## src/rtl/wb_arb_pkg.sv

```systemverilog
// rtl/wb_arb_pkg.sv - shared types and constants for the two-port wishbone arbiter
package wb_arb_pkg;

  // Bus ownership state of the arbiter
  typedef enum logic [1:0] {
    IDLE  = 2'd0,
    OWN_I = 2'd1,
    OWN_D = 2'd2
  } arb_state_e;

  // Requester port indices, also the encoding of the round-robin "last" flag
  localparam logic PORT_I = 1'b0;
  localparam logic PORT_D = 1'b1;

  // Transfer width encodings carried on *_width / o_data_width
  localparam logic [1:0] WIDTH_BYTE  = 2'b01;
  localparam logic [1:0] WIDTH_SHORT = 2'b10;
  localparam logic [1:0] WIDTH_WORD  = 2'b11;

  // Round-robin partner of a port
  function automatic logic other_port(input logic port);
    return ~port;
  endfunction

  // Owned-state encoding for a given port index
  function automatic arb_state_e own_state(input logic port);
    return (port == PORT_I) ? OWN_I : OWN_D;
  endfunction

endpackage

```

## src/rtl/wb_watchdog.sv

```systemverilog
// rtl/wb_watchdog.sv - no-ack watchdog producing a one-cycle expiry pulse
module wb_watchdog #(
  parameter int TIMEOUT = 255
) (
  input  logic clk,
  input  logic reset,
  input  logic i_clear,
  input  logic i_run,
  output logic o_expired
);

  // Counter holds the number of completed waiting cycles, so it tops out at TIMEOUT-1
  localparam int CW = (TIMEOUT > 2) ? $clog2(TIMEOUT) : 1;

  logic [CW-1:0] cnt_q;
  logic [CW-1:0] cnt_d;

  // The current waiting cycle is the TIMEOUT-th one when the count already holds TIMEOUT-1
  always_comb begin
    o_expired = i_run & ~i_clear & (cnt_q == CW'(TIMEOUT - 1));
  end

  // Count consecutive waiting cycles; any break in waiting or an expiry restarts from zero
  always_comb begin
    cnt_d = cnt_q;
    if (i_clear || !i_run || o_expired) begin
      cnt_d = '0;
    end else begin
      cnt_d = cnt_q + CW'(1);
    end
  end

  // Counter register
  always_ff @(posedge clk) begin
    if (reset) begin
      cnt_q <= '0;
    end else begin
      cnt_q <= cnt_d;
    end
  end

endmodule

```

## src/rtl/wb_bus_arbiter.sv

```systemverilog
// rtl/wb_bus_arbiter.sv - shares one pipelined wishbone master between fetch and data ports
import wb_arb_pkg::*;

module wb_bus_arbiter #(
  parameter int AW      = 32,
  parameter int DW      = 32,
  parameter int MAX_OUT = 4,
  parameter int TIMEOUT = 255
) (
  input  logic          clk,
  input  logic          reset,
  // instruction port
  input  logic          i_ib_cyc,
  input  logic          i_ib_stb,
  input  logic          i_ib_we,
  input  logic [AW-1:0] i_ib_addr,
  input  logic [DW-1:0] i_ib_data,
  input  logic [1:0]    i_ib_width,
  output logic [DW-1:0] o_ib_data,
  output logic          o_ib_ack,
  output logic          o_ib_stall,
  output logic          o_ib_err,
  // data port
  input  logic          i_db_cyc,
  input  logic          i_db_stb,
  input  logic          i_db_we,
  input  logic [AW-1:0] i_db_addr,
  input  logic [DW-1:0] i_db_data,
  input  logic [1:0]    i_db_width,
  output logic [DW-1:0] o_db_data,
  output logic          o_db_ack,
  output logic          o_db_stall,
  output logic          o_db_err,
  // shared master
  output logic          o_wb_cyc,
  output logic          o_wb_stb,
  output logic          o_wb_we,
  output logic [AW-1:0] o_wb_addr,
  output logic [DW-1:0] o_wb_data,
  output logic [1:0]    o_data_width,
  input  logic [DW-1:0] i_wb_data,
  input  logic          i_wb_ack,
  input  logic          i_wb_stall
);

  localparam int OW = $clog2(MAX_OUT + 1);

  arb_state_e    state_q;
  arb_state_e    state_d;
  logic          last_q;
  logic          last_d;
  logic [OW-1:0] out_q;
  logic [OW-1:0] out_d;

  // Selected owner request (all zero while idle)
  logic          own_cyc;
  logic          own_stb;
  logic          own_we;
  logic [AW-1:0] own_addr;
  logic [DW-1:0] own_data;
  logic [1:0]    own_width;

  logic owning;
  logic ack_valid;
  logic full;
  logic release_req;
  logic abort;
  logic mst_stb;
  logic accept;
  logic wd_run;
  logic wd_clear;

  // Request mux keyed only on the registered state so master outputs never glitch on arbitration
  always_comb begin
    own_cyc   = 1'b0;
    own_stb   = 1'b0;
    own_we    = 1'b0;
    own_addr  = '0;
    own_data  = '0;
    own_width = '0;
    case (state_q)
      OWN_I: begin
        own_cyc   = i_ib_cyc;
        own_stb   = i_ib_stb;
        own_we    = i_ib_we;
        own_addr  = i_ib_addr;
        own_data  = i_ib_data;
        own_width = i_ib_width;
      end
      OWN_D: begin
        own_cyc   = i_db_cyc;
        own_stb   = i_db_stb;
        own_we    = i_db_we;
        own_addr  = i_db_addr;
        own_data  = i_db_data;
        own_width = i_db_width;
      end
      default: begin
        own_cyc = 1'b0;
      end
    endcase
  end

  // Handshake qualifiers: acks with nothing outstanding are dropped, and an ack
  // frees its slot in the same cycle so a full pipe can take a new strobe at once
  always_comb begin
    owning      = (state_q != IDLE);
    ack_valid   = owning & i_wb_ack & (out_q != '0);
    full        = (out_q == OW'(MAX_OUT)) & ~ack_valid;
    release_req = owning & ~own_cyc;
    mst_stb     = owning & own_cyc & own_stb & ~full & ~abort;
    accept      = mst_stb & ~i_wb_stall;
    wd_run      = owning & (out_q != '0) & ~ack_valid;
    wd_clear    = ~owning | release_req;
  end

  wb_watchdog #(
    .TIMEOUT (TIMEOUT)
  ) u_watchdog (
    .clk       (clk),
    .reset     (reset),
    .i_clear   (wd_clear),
    .i_run     (wd_run),
    .o_expired (abort)
  );

  // State, round-robin and outstanding-count registers
  always_ff @(posedge clk) begin
    if (reset) begin
      state_q <= IDLE;
      last_q  <= PORT_D;
      out_q   <= '0;
    end else begin
      state_q <= state_d;
      last_q  <= last_d;
      out_q   <= out_d;
    end
  end

  // Next-state: grant from idle with round-robin on a tie, drop back on release or abort
  always_comb begin
    state_d = state_q;
    last_d  = last_q;
    case (state_q)
      IDLE: begin
        if (i_ib_cyc && i_db_cyc) begin
          last_d  = other_port(last_q);
          state_d = own_state(other_port(last_q));
        end else if (i_ib_cyc) begin
          last_d  = PORT_I;
          state_d = OWN_I;
        end else if (i_db_cyc) begin
          last_d  = PORT_D;
          state_d = OWN_D;
        end
      end
      OWN_I, OWN_D: begin
        if (release_req || abort) begin
          state_d = IDLE;
        end
      end
      default: begin
        state_d = IDLE;
      end
    endcase
  end

  // Outstanding count; discarded whenever the bus is not held across the edge
  always_comb begin
    out_d = out_q;
    if (state_q == IDLE || state_d == IDLE) begin
      out_d = '0;
    end else if (accept && !ack_valid) begin
      out_d = out_q + OW'(1);
    end else if (!accept && ack_valid) begin
      out_d = out_q - OW'(1);
    end
  end

  // Outputs: owner sees the slave combinationally; the waiting port is stalled and silent
  always_comb begin
    o_wb_cyc     = owning & own_cyc & ~abort;
    o_wb_stb     = mst_stb;
    o_wb_we      = own_we;
    o_wb_addr    = own_addr;
    o_wb_data    = own_data;
    o_data_width = own_width;

    o_ib_data  = '0;
    o_ib_ack   = 1'b0;
    o_ib_stall = 1'b1;
    o_ib_err   = 1'b0;
    o_db_data  = '0;
    o_db_ack   = 1'b0;
    o_db_stall = 1'b1;
    o_db_err   = 1'b0;

    // The abort cycle also stalls the owner so no strobe is believed accepted
    if (state_q == OWN_I) begin
      o_ib_data  = i_wb_data;
      o_ib_ack   = ack_valid;
      o_ib_stall = i_wb_stall | full | abort;
      o_ib_err   = abort;
    end else if (state_q == OWN_D) begin
      o_db_data  = i_wb_data;
      o_db_ack   = ack_valid;
      o_db_stall = i_wb_stall | full | abort;
      o_db_err   = abort;
    end
  end

endmodule

```

## config.mk

```make
export PLATFORM = sky130hd
export DESIGN_NAME = wb_bus_arbiter
export DESIGN_NICKNAME = d
export VERILOG_FILES = /design/src/rtl/wb_arb_pkg.sv /design/src/rtl/wb_watchdog.sv /design/src/rtl/wb_bus_arbiter.sv
export SDC_FILE = /design/constraint.sdc
export NUM_CORES = 1
export LEC_CHECK = 0
export ABC_AREA = 0
export BUFFER_PORTS_ARGS = -buffer_cell sky130_fd_sc_hd__buf_4
export CELL_PAD_IN_SITES_DETAIL_PLACEMENT = 0
export CELL_PAD_IN_SITES_GLOBAL_PLACEMENT = 2
export CORE_MARGIN = 5
export CORE_UTILIZATION = 15
export CTS_CLUSTER_DIAMETER = 120
export DETAILED_ROUTE_END_ITERATION = 8
export GPL_ROUTABILITY_DRIVEN = 0
export PLACE_DENSITY = 0.95
export SYNTH_ARGS = -nofsm -noshare
export SYNTH_HDL_FRONTEND = slang
export SYNTH_SLANG_ARGS = --single-unit
```

## constraint.sdc

```tcl
create_clock -name clk -period 8.5 [get_ports clk]
set_clock_uncertainty 0.2 [all_clocks]
set_input_delay 1.7 -clock clk [delete_from_list [all_inputs] [get_ports clk]]
set_output_delay 1.7 -clock clk [all_outputs]
set_load 0.05 [all_outputs]
```

Word-level counts from Yosys, hierarchy flattened
Cells that the tools add are included.
W data, S select, Z words.
{ "classes": {"n_reduce_logical": 20, "bitwise_logic": 25, "add_sub_neg": 3, "muxes": 29, "n_eq_ne": 4} }
{ "op_table": {"columns": ["cell", "count"], "rows": [
  ["$pmux W32 S2", 2],
  ["$mux W32", 3],
  ["$and A1 B1 Y1", 14],
  ["$mux W1", 12],
  ["$mux W2", 5],
  ["$add A8 B1 Y8 const B", 1],
  ["$eq A8 B8 Y1 const B", 1],
  ["$not A1 Y1", 8],
  ["$pmux W2 S2", 2],
  ["$mux W3", 2],
  ["$pmux W1 S2", 3],
  ["$reduce_bool A3 Y1", 2],
  ["$reduce_or A2 Y1", 3],
  ["$logic_not A2 Y1", 2],
  ["$logic_or A1 B1 Y1", 4],
  ["$reduce_bool A2 Y1", 2],
  ["$add A3 B1 Y3 const B", 1],
  ["$eq A3 B3 Y1 const B", 1],
  ["$logic_and A1 B1 Y1", 3],
  ["$logic_not A1 Y1", 3],
  ["$or A1 B1 Y1", 3],
  ["$sub A3 B1 Y3 const B", 1],
  ["$eq A2 B1 Y1 const B", 1],
  ["$eq A2 B2 Y1 const B", 1],
  ["$reduce_and A2 Y1", 1]
]} }
{ "totals": {"elab_cells": 85, "output_inout_bits": 139, "regBits": 14, "in_bits": 174} }

Depth between registers and ports, before layout
{ "logic_depth": {"ltp_word": 15, "ltp_mapped": 13, "depth_no_buf": 11} }

Modules after synthesis
From an unflattened synthesis, not the netlist that was laid out.
{ "unflattened": {"cells_unflattened": 333, "area_unflattened_um2": 2394.8} }
{ "by_module_without_submodules": {"columns": ["module", "cells_per_inst", "area_per_inst_um2", "seq_area_each_um2", "instances"], "rows": [
  ["wb_bus_arbiter", 291, 2014.4, 120.1, 1],
  ["wb_watchdog", 42, 380.4, 160.2, 1]
]} }

Least setup slack after synthesis
Ideal clock, no wire load.
{ "synth_timing": {"path_type": "input port to output port", "start": "input port i_db_cyc", "end": "output port o_db_err", "n_path_buf": 1, "t_required_ps": 6600, "slack_ps": 3088, "arrival_time_ps": 3512, "stages": 4, "cell_sequence": "a22o_4 or4b_4 buf_6 nor3_1"} }
{ "synth_via": {"elab_chain_cells": 9} }
{ "synth_lines": {"columns": ["element", "line", "source"], "rows": [
  ["start: declaration", "wb_bus_arbiter.sv:24", "input logic i_db_cyc,"],
  ["$pmux W1 S2", "wb_bus_arbiter.sv:81", "case (state_q)"],
  ["$not A1 Y1", "wb_bus_arbiter.sv:110", "release_req = owning & ~own_cyc;"],
  ["$and A1 B1 Y1", "wb_bus_arbiter.sv:110", null],
  ["$or A1 B1 Y1", "wb_bus_arbiter.sv:114", "wd_clear = ~owning | release_req;"],
  ["$not A1 Y1", "wb_watchdog.sv:20", "o_expired = i_run & ~i_clear & (cnt_q == CW'(TIMEOUT - 1));"],
  ["$and A1 B1 Y1 (2 in series)", "wb_watchdog.sv:20", null],
  ["$mux W1", "wb_bus_arbiter.sv:204", "end else if (state_q == OWN_D) begin"],
  ["$mux W1", "wb_bus_arbiter.sv:199", "if (state_q == OWN_I) begin"],
  ["end: declaration", "wb_bus_arbiter.sv:33", "output logic o_db_err,"]
]} }
Every way passes these cells.

Worst setup path in the final report
{ "layout_timing": {"start": "register state_q[0]", "end": "output port o_db_stall"} }
{ "layout_via": {"elab_chain_cells": 11, "word_cells_on_any_way": 21, "cone_classes": "eq/ne (2); mux (3); bitwise (15); reduce/logical (1)"} }
{ "layout_lines": {"columns": ["element", "line", "source"], "rows": [
  ["start: declaration", "wb_bus_arbiter.sv:48", "arb_state_e state_q;"],
  ["start signal: assignment", "wb_bus_arbiter.sv:134", "state_q <= state_d;"],
  ["$eq A2 B2 Y1 / $eq A2 B1 Y1 (equally long branches)", "wb_bus_arbiter.sv:81, wb_bus_arbiter.sv:204, wb_bus_arbiter.sv:199", null],
  ["$pmux W1 S2", "wb_bus_arbiter.sv:81", null],
  ["$not A1 Y1", "wb_bus_arbiter.sv:110", null],
  ["$and A1 B1 Y1", "wb_bus_arbiter.sv:110", null],
  ["$or A1 B1 Y1", "wb_bus_arbiter.sv:114", null],
  ["$not A1 Y1", "wb_watchdog.sv:20", null],
  ["$and A1 B1 Y1 (2 in series)", "wb_watchdog.sv:20", null],
  ["$or A1 B1 Y1", "wb_bus_arbiter.sv:207", "o_db_stall = i_wb_stall | full | abort;"],
  ["$mux W1", "wb_bus_arbiter.sv:204", null],
  ["$mux W1 (*)", "wb_bus_arbiter.sv:199", null],
  ["end: declaration", "wb_bus_arbiter.sv:32", "output logic o_db_stall,"]
]} }
Mark *: on every way between the ends. The rest lies on a longest branch, timed or not.

==> impl_metrics.tcl <==
set metrics [dict create \
    run_status "finished clean" \
    post_cts_setup_buffer_count 0 \
    switching_share 0.5076 \
    timing.hold.worst.start "u_watchdog.cnt_q[0]" \
    synth.yosys.seq_area_share 0.1178 \
    drt.antenna.violating_nets 0 \
    net_total_in_the_final_layout 803 \
    yosys.area.top_type_share 0.2178 \
    power.clock.fraction 0.150 \
    antenna_found_initial 0 \
    synth-async-reset-ratio 0 \
    drt_first_pass_iters 4 \
    p_comb_frac 0.740 \
    drc 0 \
    n_antenna_cell 0 \
    first_iter_violations 150 \
    buffer_ports.inserted 312 \
    grt_pass1_wl_um 17740 \
    avgSynthCellArea_sq_um 7.164 \
    syn-num-nets 514 \
    yosys_warnings 0 \
    hold_buffers 0 \
    std_cell_rows 46 \
    largest_net_degree_at_the_start_of_global_routing 73 \
    place_hpwl_um 10570 \
    drive_gt1_frac 0.5435 \
    max-vdd-ir-drop_v 0.00008568 \
    path_common_cell "sky130_fd_sc_hd__buf_4" \
    areaGrowthSynthToFinish_pct 109.9 \
    worst_hold_path.endpoint "u_watchdog.cnt_q[0]" \
    synth.most_common_cell "sky130_fd_sc_hd__a22oi_1" \
    p_seq_frac 0.109 \
    ys_dominant_reg_cell "sky130_fd_sc_hd__dfxtp_1" \
    reg2reg_depth 11 \
    rr_startpoint "state_q[0]" \
    max-clock-path-buffers 2 \
    critical_path_required_ns 6.60 \
    critical_path.max_fanout 39 \
    cts_buffers 3 \
    setup_repair_after_global_routing_missed_its_margin "no" \
    worstSkewPairLatency_ns 0.24 \
    final_hold_vio_count 0 \
    tns_ns 0 \
    internal_power_w 0.0003205 \
    initial_core_util 0.1514 \
    r2r_slack_ns 4.89 \
    detailedPlace.worstSlack_ns 3.520 \
    maximum_frequency_from_static_timing_analysis_mhz 190.5 \
    delay_of_the_slowest_cell_on_the_worst_path_ns 0.91 \
    grt.total_usage 0.1186 \
    synth_top_area_cell "sky130_fd_sc_hd__a22oi_1" \
    timing_max_transition_violations_final 0 \
    viasPerCell 4.337 \
    worstSetupEndpointType "primary output" \
    timing.critical_path.arrival_ns 3.35 \
    timing.hold.ws_ns 0.2878 \
    cts.clk_slew.worst_paths_ns 0.05 \
    p_leak_nw 2.300 \
    clk_root_buffer_cell "sky130_fd_sc_hd__clkbuf_16" \
    timing.critical_path.cells "inv_1 > ha_2 > buf_4 > nor2b_2 > o2111ai_1 > buf_4" \
    relSlewSlack 0.3000 \
    crit_start_category "flop" \
    period_needed_ns 5.248 \
    cells_resized_by_post_cts_repair 0 \
    cellPowerDensity_mw_per_mm2 130.4 \
    fin_crit_sh 0.6174 \
    synth_top_cells_by_count "69 x sky130_fd_sc_hd__a22oi_1, 68 x sky130_fd_sc_hd__nor2b_1, 64 x sky130_fd_sc_hd__and2_1" \
    placeableCoreArea_sq_mm 0.01571 \
    grt-ovfl-total 0 \
    cts_htree_levels 1 \
    p_total_w 0.0006510 \
    synth_edf_count 0 \
    cts_tree "built" \
    slew_at_the_pin_with_the_worst_max_slew_slack_ns 1.045 \
    wl_per_cell_um 15.53 \
    critPathKind "flop to primary output" \
    io_pins 313 \
    detailroute.via_count 3626 \
    drv_cap 0 \
    crit_slowest_cell "sky130_fd_sc_hd__nor2b_2" \
    fp.dieH_um 135.9 \
    holdCritPathClass "flop to flop" \
    p_sw_w 0.0003305 \
    synth_seq_cells 14 \
    drt_wl_total_um 12980 \
    cp_top_family "simple AND/OR/NAND/NOR gates" \
    numClockSinks 14 \
    timing.final.ws_setup_ns 3.252 \
    die_w_um 135.9 \
    cp_num_buf_inv 3 \
    grt_pass1_vias 3200 \
    final-setup-viol-count 0 \
    post_synth_main_area_contributors "sky130_fd_sc_hd__a22oi_1 22%, sky130_fd_sc_hd__nor2b_1 18%, sky130_fd_sc_hd__and2_1 17%" \
    synthesis.instances 332 \
    timing.rr.end "out_q[2]" \
    fin_util 0.3178 \
    syn-cell-area_sq_mm 0.002379 \
    dieArea_sq_mm 0.01848 \
    synth.lib_cells_used.distinct 40 \
    hold_depth 1 \
]
registers in the layout (all words and copies together) (netlist names):
register / flops
last_q: 1
out_q: 3
state_q: 2
u_watchdog.cnt_q: 8
per-stage QoR:
stage,std cells,area [sq um]
finish,836,4994
detailed placement,832,4905
floorplan,332,2379
CTS,836,4994
global placement,832,4905
global route,836,4994
layout make-up:
| type | instances | area [sq um] |
|---|---|---|
| well taps | 216 | 270.3 |
| inverters | 6 | 22.52 |
| clock buffers | 4 | 88.84 |
| flip-flops and latches | 14 | 280.3 |
| fillers | 1728 | 10720 |
| repair buffers | 315 | 2365 |
| multi-input cells | 281 | 1967 |
worst max path at each step:
| stage | start | depth (start not counted) | slack (ns) | to |
|---|---|---|---|---|
| global placement | state_q[0] | 6 | 3.50 | o_db_stall |
| global route | state_q[0] | 6 | 2.91 | o_db_stall |
| detailed placement | state_q[0] | 6 | 3.52 | o_db_stall |
| CTS | state_q[0] | 6 | 3.22 | o_db_stall |
| floorplan | i_db_cyc | 4 | 3.09 | o_db_err |
| finish | state_q[0] | 6 | 3.25 | o_db_stall |
power by group through the flow:
stage | registers (W) | clock network [W] | logic [W]
finish | 0.0000711 | 0.0000979 | 0.000482
floorplan | 0.0000711 | 0 | 0.000310
detailed placement | 0.0000722 | 0 | 0.000485
global route | 0.0000712 | 0.000104 | 0.000509
global placement | 0.0000721 | 0 | 0.000485
CTS | 0.0000710 | 0.000101 | 0.000486
placed cells by master, fill, tap and decap left out, drive strengths merged:
master	instances
a211oi	4
a21oi	1
a22o	1
a22oi	69
a31oi	1
and2	64
and3	1
buf	315
clkbuf	4
dfxtp	14
fa	1
ha	7
inv	6
mux2i	1
nand2	6
nand2b	4
nand3	5
nand4	4
nor2	6
nor2b	68
nor3	10
nor4	2
nor4b	1
o2111ai	2
o211a	1
o21ai	4
o21ba	2
o21bai	1
o22ai	2
or2	3
or3	4
or4b	1
xnor2	1
xor2	4
routing by layer:
layer,global-route usage,wire (um)
met4,0.01344,68
met1,0.1468,4917
met5,0,0
met2,0.2107,6479
met3,0.03405,1519
kinds of logic after synthesis:
group / after synthesis / synth area share
flip-flops: 14 / 0.1178
AND/OR/NAND/NOR: 179 / 0.4634
AO/OA/AOI/OAI: 88 / 0.2872
multiplexers: 1 / 0.004208
XOR/XNOR: 5 / 0.01841
adder cells (fa/ha/maj): 8 / 0.04524
buffers and inverters: 37 / 0.06365
(Power assumes the default switching activity.)
